--- config.mk ---
export PLATFORM = sky130hd
export DESIGN_NAME = hazard_detection_unit
export DESIGN_NICKNAME = d
export VERILOG_FILES = /design/src/rtl/hazard_pkg.sv /design/src/rtl/hazard_detection_unit_sat_counter.sv /design/src/rtl/hazard_detection_unit.sv
export SDC_FILE = /design/constraint.sdc
export NUM_CORES = 1
export LEC_CHECK = 0
export CAP_MARGIN = 20
export CELL_PAD_IN_SITES_DETAIL_PLACEMENT = 0
export CELL_PAD_IN_SITES_GLOBAL_PLACEMENT = 1
export CORE_UTILIZATION = 32
export CTS_BUF_LIST = sky130_fd_sc_hd__clkbuf_8
export CTS_CLUSTER_SIZE = 20
export DETAILED_ROUTE_END_ITERATION = 8
export PLACE_DENSITY = 0.8
export SLEW_MARGIN = 25
export SYNTH_ARGS = -nofsm -noshare
export SYNTH_HDL_FRONTEND = slang
export SYNTH_SLANG_ARGS = --single-unit
--- constraint.sdc ---
create_clock -name clk -period 1.7 [get_ports clk]
set_input_delay 0.34 -clock clk [delete_from_list [all_inputs] [get_ports clk]]
set_output_delay 0.34 -clock clk [all_outputs]
set_load 0.005 [all_outputs]
--- src/rtl/hazard_pkg.sv ---
// Shared types and constants for the hazard detection unit.
// Holds the x0 register index and the three control encodings.
package hazard_pkg;

  localparam logic [4:0] REG_X0 = 5'd0;

  typedef struct packed {
    logic pc_write;
    logic if_id_write;
    logic ctrl_mux_sel;
    logic if_flush;
  } hazard_ctrl_t;

  localparam hazard_ctrl_t CTRL_NORMAL = '{
    pc_write: 1'b1, if_id_write: 1'b1,
    ctrl_mux_sel: 1'b0, if_flush: 1'b0
  };

  localparam hazard_ctrl_t CTRL_STALL = '{
    pc_write: 1'b0, if_id_write: 1'b0,
    ctrl_mux_sel: 1'b1, if_flush: 1'b0
  };

  localparam hazard_ctrl_t CTRL_FLUSH = '{
    pc_write: 1'b1, if_id_write: 1'b1,
    ctrl_mux_sel: 1'b1, if_flush: 1'b1
  };

endpackage

--- src/rtl/hazard_detection_unit_sat_counter.sv ---
// Saturating up-counter with synchronous active-high reset.
// Ports: clk, rst, inc (count enable), count (W-bit value).
module sat_counter #(
  parameter int W = 16
) (
  input  logic         clk,
  input  logic         rst,
  input  logic         inc,
  output logic [W-1:0] count
);

  always_ff @(posedge clk) begin
    if (rst) begin
      count <= '0;
    end else if (inc && (count != '1)) begin
      count <= count + W'(1);
    end
  end

endmodule

--- src/rtl/hazard_detection_unit.sv ---
// Load-use stall and taken-branch flush detection with event counters.
// Ports: ID/EX hazard inputs, zero; PC/IF-ID control outputs; stall_cnt, flush_cnt.
module hazard_detection_unit
  import hazard_pkg::*;
#(
  parameter int CNT_W = 16
) (
  input  logic             clk,
  input  logic             rst,
  input  logic [4:0]       IF_ID_RegisterRs1,
  input  logic [4:0]       IF_ID_RegisterRs2,
  input  logic [4:0]       ID_EX_RegisterRd,
  input  logic             ID_EX_MemRead,
  input  logic             zero,
  output logic             PCWrite,
  output logic             IF_ID_Write,
  output logic             ControlMuxSel,
  output logic             IF_Flush,
  output logic [CNT_W-1:0] stall_cnt,
  output logic [CNT_W-1:0] flush_cnt
);

  logic         loadUse;
  logic         stallEvt;
  logic         flushEvt;
  hazard_ctrl_t ctrl;

  assign loadUse = ID_EX_MemRead
    && (ID_EX_RegisterRd != REG_X0)
    && ((ID_EX_RegisterRd == IF_ID_RegisterRs1)
     || (ID_EX_RegisterRd == IF_ID_RegisterRs2));

  // Flush wins over stall, so the stall event is masked by zero
  // and the two events are mutually exclusive.
  assign flushEvt = zero;
  assign stallEvt = !zero && loadUse;

  always_comb begin
    ctrl = CTRL_NORMAL;
    if (!rst) begin
      unique case (1'b1)
        flushEvt: ctrl = CTRL_FLUSH;
        stallEvt: ctrl = CTRL_STALL;
        default:  ctrl = CTRL_NORMAL;
      endcase
    end
  end

  assign PCWrite       = ctrl.pc_write;
  assign IF_ID_Write   = ctrl.if_id_write;
  assign ControlMuxSel = ctrl.ctrl_mux_sel;
  assign IF_Flush      = ctrl.if_flush;

  // Reset inside the counters drops the increment of a reset cycle.
  sat_counter #(.W(CNT_W)) uStallCnt (
    .clk   (clk),
    .rst   (rst),
    .inc   (stallEvt),
    .count (stall_cnt)
  );

  sat_counter #(.W(CNT_W)) uFlushCnt (
    .clk   (clk),
    .rst   (rst),
    .inc   (flushEvt),
    .count (flush_cnt)
  );

endmodule

==> impl_results.rst, run 1 <==
.. list-table::
   :header-rows: 1

   * - Metric
     - Value
   * - Result of the run
     - finished with violations
   * - Violated checks
     - setup timing
   * - Top-Level Pins
     - 55
   * - Switching power as a share of total power
     - 0.2617
   * - Yosys warning count
     - 0
   * - Depth of the worst hold-timing path
     - 2
   * - Post-route ant nets
     - 0
   * - Top area cells in the synthesized netlist
     - dfxtp_1 (35%), xor2_1 (6.6%), nor2_1 (6.1%), mux2_2 (5.5%), nor2b_1 (4.4%)
   * - Fill cell total of the finished layout
     - 505
   * - Clock tree from TritonCTS
     - built
   * - Last weighted congestion value of the routability-driven placer
     - 0.8015
   * - Total leakage power
     - 1.341 nW
   * - Slew headroom
     - 0.7057
   * - Post-Synthesis Net Count
     - 238
   * - Uppermost metal layer occupied by signal nets
     - met4
   * - Initial antenna violation count
     - 0
   * - Number of flops mapped to enable cells by yosys
     - 0
   * - Count of cells along the worst register-to-register path
     - 7
   * - Share of flip-flops with an asynchronous set or reset
     - 0
   * - Floorplan Core Area
     - 5540 um^2
   * - Cells after Synth
     - 217
   * - Most used standard cells in the synthesized netlist
     - dfxtp_1 (32), nor2_1 (30), xor2_1 (14)
   * - Vertical die dimension
     - 78.12 um
   * - Via count of the first global-routing pass
     - 1967
   * - Peak Freq
     - 537.2 MHz
   * - Worst Setup End Kind
     - register
   * - Power density over the cells
     - 478.0 nW/um^2
   * - Detailed router's first-iteration violation count
     - 57
   * - Average detailed-routed wire length per instance
     - 14.13 um
   * - Number of buffers created by CTS
     - 5
   * - Worst endpoint data arrival time
     - 2.03 ns
   * - Largest clock skew in the final design
     - 0.003491 ns
   * - DRT Wirelength
     - 5650 um
   * - Time the final worst path needs with I/O delays and setup
     - 1.862 ns
   * - Total die area
     - 6103 um^2
   * - Portion of total power attributed to the clock network
     - 0.355
   * - Portion of the post-synthesis area used by sequential elements
     - 0.3455
   * - Crit path kind
     - in -> reg
   * - Count of nets after finishing
     - 349
   * - HPWL after detailed placement
     - 3940 um
   * - Maximum clock insertion buffer count
     - 2
   * - Portion of the clock cycle consumed by the worst path in the final layout
     - 1.095
   * - Post-synthesis cell type count
     - 42
   * - Met1 layer wirelength in the final routing
     - 2451 um
   * - Vias per std cell
     - 5.113
   * - Clock transition at the registers of the reported paths
     - 0.07 ns
   * - RSZ-0062 raised after global routing
     - yes
   * - DRC
     - 0
   * - Met3 wire length
     - 295 um
   * - IO Port Bufs
     - 54
   * - Maximum number of pins on one net before global-route repair
     - 37
   * - Category of the worst setup path launch point
     - input port
   * - Library cell occupying the most area in the post-synthesis netlist
     - dfxtp_1
   * - Setup Slack @ Placement
     - -0.9732 ns
   * - Post-CTS Hold Fix Bufs
     - 0
   * - Final setup fails
     - 14
   * - Synthesis-to-finish area growth
     - 74.97%
   * - Number of rows created at floorplan
     - 27
   * - Maxcap violations
     - 0
   * - Clock tree sinks
     - 32
   * - Skew-Pair Late Insertion Delay
     - 0.28 ns
   * - Ant diodes
     - 0
   * - Post-layout worst setup margin
     - -0.1615 ns
   * - Clock H-tree levels
     - 2
   * - Share of layout cells above drive strength 1
     - 0.3963
   * - Internal Pwr Total
     - 0.001145 W
   * - Initial core utilization
     - 0.3347
   * - Global-route wire length before repair
     - 9066 um
   * - Slew Viols, Final
     - 0
   * - Largest vdd supply drop
     - 0.2750 mV
   * - Layout Cell Area excl Fill
     - 3244 um^2
   * - Count of vias placed by the detailed router
     - 2045
   * - Combinational cell fraction of total power
     - 0.156
   * - Overall power consumption
     - 0.001551 W
   * - Initial DRT Pass Iterations
     - 4
   * - Switch Pwr
     - 0.0004058 W
   * - Min-delay worst type
     - reg -> reg
   * - Relative contribution of sequential cells to total power
     - 0.489
   * - Total overflow reported by the global router
     - 0
   * - Synthesized area per cell
     - 8.545 um^2
   * - Final Util
     - 0.5856
   * - Overall global routing resource usage
     - 0.1862
   * - Worst-Margin Slew
     - 0.4402 ns
   * - Data required time of the worst path
     - 1.87 ns
   * - Peak fanout along the critical path
     - 6
   * - Synthesized area
     - 1854 um^2
   * - Post-synth top flop
     - dfxtp_1
   * - CTS Root Buffer Type
     - clkbuf_8
   * - Top-area cell type share of the netlist area
     - 0.3455
   * - Placed inst area
     - 2856 um^2
   * - Routed length on met2
     - 2813 um
   * - Synth Register Bits
     - 32
   * - Final hold viol count
     - 0
   * - Most numerous cell in the Yosys netlist
     - dfxtp_1
   * - X dimension of the die
     - 78.12 um
-- final cells by class --
cell class	instances	area, um^2	area share
inverter	2	7.507	0.002314
clock buffer	5	68.82	0.02121
tap	72	90.09	0.02777
sequential	32	644.4	0.1986
timing repair buffer	113	994.7	0.3066
clock inverter	2	8.758	0.002700
multi-input combinational	174	1430	0.4408
-- critical path, stage by stage --
cell and delay, ns:
buf_8 0.11, or4_4 0.53, o21a_4 0.22, buf_6 0.13, o21ai_4 0.09, buf_12 0.17
buf_6 0.10, nor3_4 0.03, mux2_4 0.30
-- path summary, 6_finish.rpt --
path | from | to | slack (ns)
worst min-delay path | uStallCnt.count[15] | uStallCnt.count[15] | 0.56
worst min register to register | uStallCnt.count[15] | uStallCnt.count[15] | 0.56
worst max register to register | uStallCnt.count[2] | uStallCnt.count[3] | -0.06
worst max-delay path | ID_EX_RegisterRd[2] | uStallCnt.count[5] | -0.16
-- layer usage --
metal  global-route usage  vias to the layer above
li1                     -                     1001
met1               0.2228                      983
met2               0.3263                       51
met3              0.04302                       10
met4              0.06111                        0
met5                    0                        -
-- stage by stage --
stage,hold WS (ns),cells,setup TNS [ns]
global route,0.5882,400,-1.550
floorplan,0.4871,217,-0.9489
detailed placement,0.5209,385,-17.53
global placement,0.5179,385,-16.96
CTS,0.5331,394,-1.579
finish,0.5572,400,-1.232
-- cells by family (layout without fill, tap and decap cells) --
kind of cell	Yosys count	in the layout	share of synthesized area
flops	32	32	0.3455
fa+ha+maj	2	2	0.01349
compound gates	17	17	0.06545
simple gates	120	120	0.3590
xor+xnor	19	19	0.08974
buf+inv	11	122	0.02969
mux	16	16	0.09716
-- power groups by stage --
stage	Clock (W)	Sequential [W]	Combinational, W
3_5_place_dp	0	0.000775	0.000202
5_1_grt	0.000608	0.000758	0.000259
2_1_floorplan	0	0.000778	0.0000823
4_1_cts	0.000572	0.000758	0.000210
6_report	0.000551	0.000758	0.000242
3_3_place_gp	0	0.000775	0.000199
-- registers in the layout, indices dropped and copies added (netlist names) --
register / count
uFlushCnt.count: 16
uStallCnt.count: 16
-- what timing repair did --
action / in CTS / in global routing
resized for setup: 87 / 38
buffers inserted: 3 / 7
setup endpoints to repair: 25 / 24
pin swaps: 16 / 18
-- layout by cell type (no fill, tap or decap), drive strengths merged, types with 2 or more instances in the layout --
cell type and n:
buf 72, clkdlybuf4s50 33, dfxtp 32, nor2 30, xor2 14, nand2 13
nor2b 13, mux2 13, nand4 12, nor4 11, nor3 11, nand3 7
clkbuf 7, xnor2 5, a21oi 5, and3 5, clkdlybuf4s15 4, nand2b 4
nor4b 4, mux2i 3, a31oi 3, and4 3, inv 3, or4 2
o21bai 2, or3 2, ha 2
No activity file was read; power rests on OpenSTA's default activity.
==> run 2, diff against run 1 <==
--- a/config.mk
+++ b/config.mk
@@ -12,7 +12,7 @@
 export CTS_BUF_LIST = sky130_fd_sc_hd__clkbuf_8
 export CTS_CLUSTER_SIZE = 20
 export DETAILED_ROUTE_END_ITERATION = 8
-export PLACE_DENSITY = 0.8
+export PLACE_DENSITY_LB_ADDON = 0.3
 export SLEW_MARGIN = 25
 export SYNTH_ARGS = -nofsm -noshare
 export SYNTH_HDL_FRONTEND = slang
==> impl_results.rst, run 2 (synthesized netlist as in run 1, its figures left out) <==
.. list-table::
   :header-rows: 1

   * - Metric
     - Value
   * - Final Util
     - 0.5635
   * - Count of cells along the worst register-to-register path
     - 7
   * - Leading cell types in the layout, fill and taps excluded
     - buf_4 (53), clkdlybuf4s50_1 (34), nor2_1 (29), dfxtp_1 (29)
   * - Clock tree sinks
     - 32
   * - Crit path kind
     - in -> out
   * - Result of the run
     - finished with violations
   * - DRC
     - 0
   * - Vias per std cell
     - 4.864
   * - Relative contribution of sequential cells to total power
     - 0.448
   * - Setup Slack @ Placement
     - -1.014 ns
   * - Internal Pwr Total
     - 0.001286 W
   * - Maxcap violations
     - 0
   * - Peak Freq
     - 533.6 MHz
   * - Total overflow reported by the global router
     - 0
   * - Delay of the slowest cell on the worst path
     - 0.34 ns
   * - Top-Level Pins
     - 55
   * - Overall power consumption
     - 0.001694 W
   * - Clock H-tree levels
     - 2
   * - Vertical die dimension
     - 78.12 um
   * - Post-route ant nets
     - 0
   * - Worst-case register-to-register setup slack
     - -0.05 ns
   * - HPWL after detailed placement
     - 3682 um
   * - Floorplan Core Area
     - 5540 um^2
   * - Slew headroom
     - 0.7012
   * - Count of nets after finishing
     - 345
   * - Ant diodes
     - 0
   * - Initial core utilization
     - 0.3347
   * - Worst endpoint data arrival time
     - 1.53 ns
   * - Total die area
     - 6103 um^2
   * - Placed inst area
     - 2836 um^2
   * - Min-delay worst type
     - reg -> reg
   * - Data required time of the worst path
     - 1.36 ns
   * - Global-route wire length before repair
     - 8700 um
   * - Synthesis-to-finish area growth
     - 68.35%
   * - Power density over the cells
     - 542.6 nW/um^2
   * - Depth of the worst hold-timing path
     - 2
   * - Final setup fails
     - 13
   * - Overall global routing resource usage
     - 0.1806
   * - Biggest regs
     - uFlushCnt.count: 16 flops, uStallCnt.count: 16 flops
   * - Number of buffers created by CTS
     - 5
   * - Post-layout worst setup margin
     - -0.1739 ns
   * - Initial antenna violation count
     - 0
   * - Initial DRT Pass Iterations
     - 4
   * - Maximum number of pins on one net before global-route repair
     - 47
   * - DRT Wirelength
     - 5385 um
   * - Largest vdd supply drop
     - 0.3074 mV
   * - Gate family responsible for the most delay along the worst path
     - simple AND/OR/NAND/NOR gates
   * - Violated checks
     - setup timing
   * - Average detailed-routed wire length per instance
     - 13.56 um
   * - Share of layout cells above drive strength 1
     - 0.3600
   * - Skew-Pair Late Insertion Delay
     - 0.29 ns
   * - Final hold viol count
     - 0
   * - Total leakage power
     - 1.258 nW
   * - Switch Pwr
     - 0.0004083 W
   * - Slew Viols, Final
     - 0
   * - Category of the worst setup path launch point
     - input port
   * - Number of rows created at floorplan
     - 27
   * - CTS Root Buffer Type
     - clkbuf_8
   * - Largest clock skew in the final design
     - 0.008797 ns
   * - IO Port Bufs
     - 54
   * - Commonest non-fill, non-tap cell in the layout
     - buf_4
   * - Detailed router's first-iteration violation count
     - 56
   * - Layout Cell Area excl Fill
     - 3122 um^2
   * - Buffers plus inverters on the worst setup path
     - 2
   * - Via count of the first global-routing pass
     - 1818
   * - Time the final worst path needs with I/O delays and setup
     - 1.874 ns
   * - Critical path depth in cells
     - 7
   * - Maximum clock insertion buffer count
     - 2
   * - Worst-Margin Slew
     - 0.4481 ns
   * - Switching power as a share of total power
     - 0.2410
   * - Clock transition at the registers of the reported paths
     - 0.07 ns
   * - Count of vias placed by the detailed router
     - 1931
   * - Clock tree from TritonCTS
     - built
   * - Combinational cell fraction of total power
     - 0.124
   * - Worst-path cell with the longest stage delay
     - or3_4
   * - Portion of total power attributed to the clock network
     - 0.428
   * - Peak fanout along the critical path
     - 3
   * - Hold_ws
     - 0.5534 ns
   * - Worst Setup End Kind
     - output port
   * - Last weighted congestion value of the routability-driven placer
     - 0.7283
   * - RSZ-0062 raised after global routing
     - yes
   * - X dimension of the die
     - 78.12 um
   * - Cell Chain, Critical Path
     - buf_8, xor2_2, nor3_2, a22oi_2, nand2b_4, or3_4, buf_6
   * - Portion of the clock cycle consumed by the worst path in the final layout
     - 1.102
run 2: cell type report:
type	instances	area [um^2]
tap	72	90.09
multi-input combinational	175	1345
fill	501	2419
clock inverter	3	38.79
timing repair buffer	108	927.1
sequential	32	644.4
clock buffer	5	68.82
inverter	2	7.507
run 2: repair_timing:
item	4_1_cts	5_1_grt
gates resized for setup	86	15
hold buffers	0	0
setup endpoints to repair	24	21
setup buffers	3	2
pin swaps	20	5
gates cloned	1	0
run 2: metrics by stage:
stage          cells  TNS, ns
2_1_floorplan    217  -0.9489
3_3_place_gp     384   -17.63
3_5_place_dp     384   -18.63
4_1_cts          395  -0.9590
5_1_grt          397   -1.989
6_report         397   -1.235
run 2: power by group through the flow:
| stage | registers (W) | logic [W] | clock network, W |
|---|---|---|---|
| floorplan | 0.000778 | 0.0000823 | 0 |
| global placement | 0.000775 | 0.000187 | 0 |
| detailed placement | 0.000776 | 0.000190 | 0 |
| CTS | 0.000758 | 0.000194 | 0.000739 |
| global route | 0.000759 | 0.000226 | 0.000775 |
| finish | 0.000759 | 0.000209 | 0.000726 |
run 2: final timing paths:
kind	from	end
worst max-delay path	ID_EX_RegisterRd[3]	IF_ID_Write
worst min-delay path	uFlushCnt.count[4]	uFlushCnt.count[4]
worst max register to register	uStallCnt.count[0]	uStallCnt.count[10]
worst min register to register	uFlushCnt.count[4]	uFlushCnt.count[4]
run 2: worst reg2reg max path: stages (launching register included):
cell and delay (ns):
dfxtp_2 0.34, ha_4 0.17, nand4_1 0.15, buf_4 0.14
o21ai_4 0.06, buf_12 0.15, nor4_2 0.27, mux2_1 0.34
run 2: layer usage:
metal / up-vias / GRT usage / wire length [um]
met1: 877 / 0.2449 / 2678
li1: 997 / - / -
met5: - / 0 / 0
met2: 47 / 0.2719 / 2287
met3: 10 / 0.05349 / 308
met4: 0 / 0.05926 / 111
==> run 3, diff against run 2 <==
--- a/config.mk
+++ b/config.mk
@@ -5,6 +5,7 @@
 export SDC_FILE = /design/constraint.sdc
 export NUM_CORES = 1
 export LEC_CHECK = 0
+export ABC_AREA = 0
 export CAP_MARGIN = 20
 export CELL_PAD_IN_SITES_DETAIL_PLACEMENT = 0
 export CELL_PAD_IN_SITES_GLOBAL_PLACEMENT = 1
==> results of run 3 <==
Same layout as run 2: the final DEF is identical, and so are final timing and power.
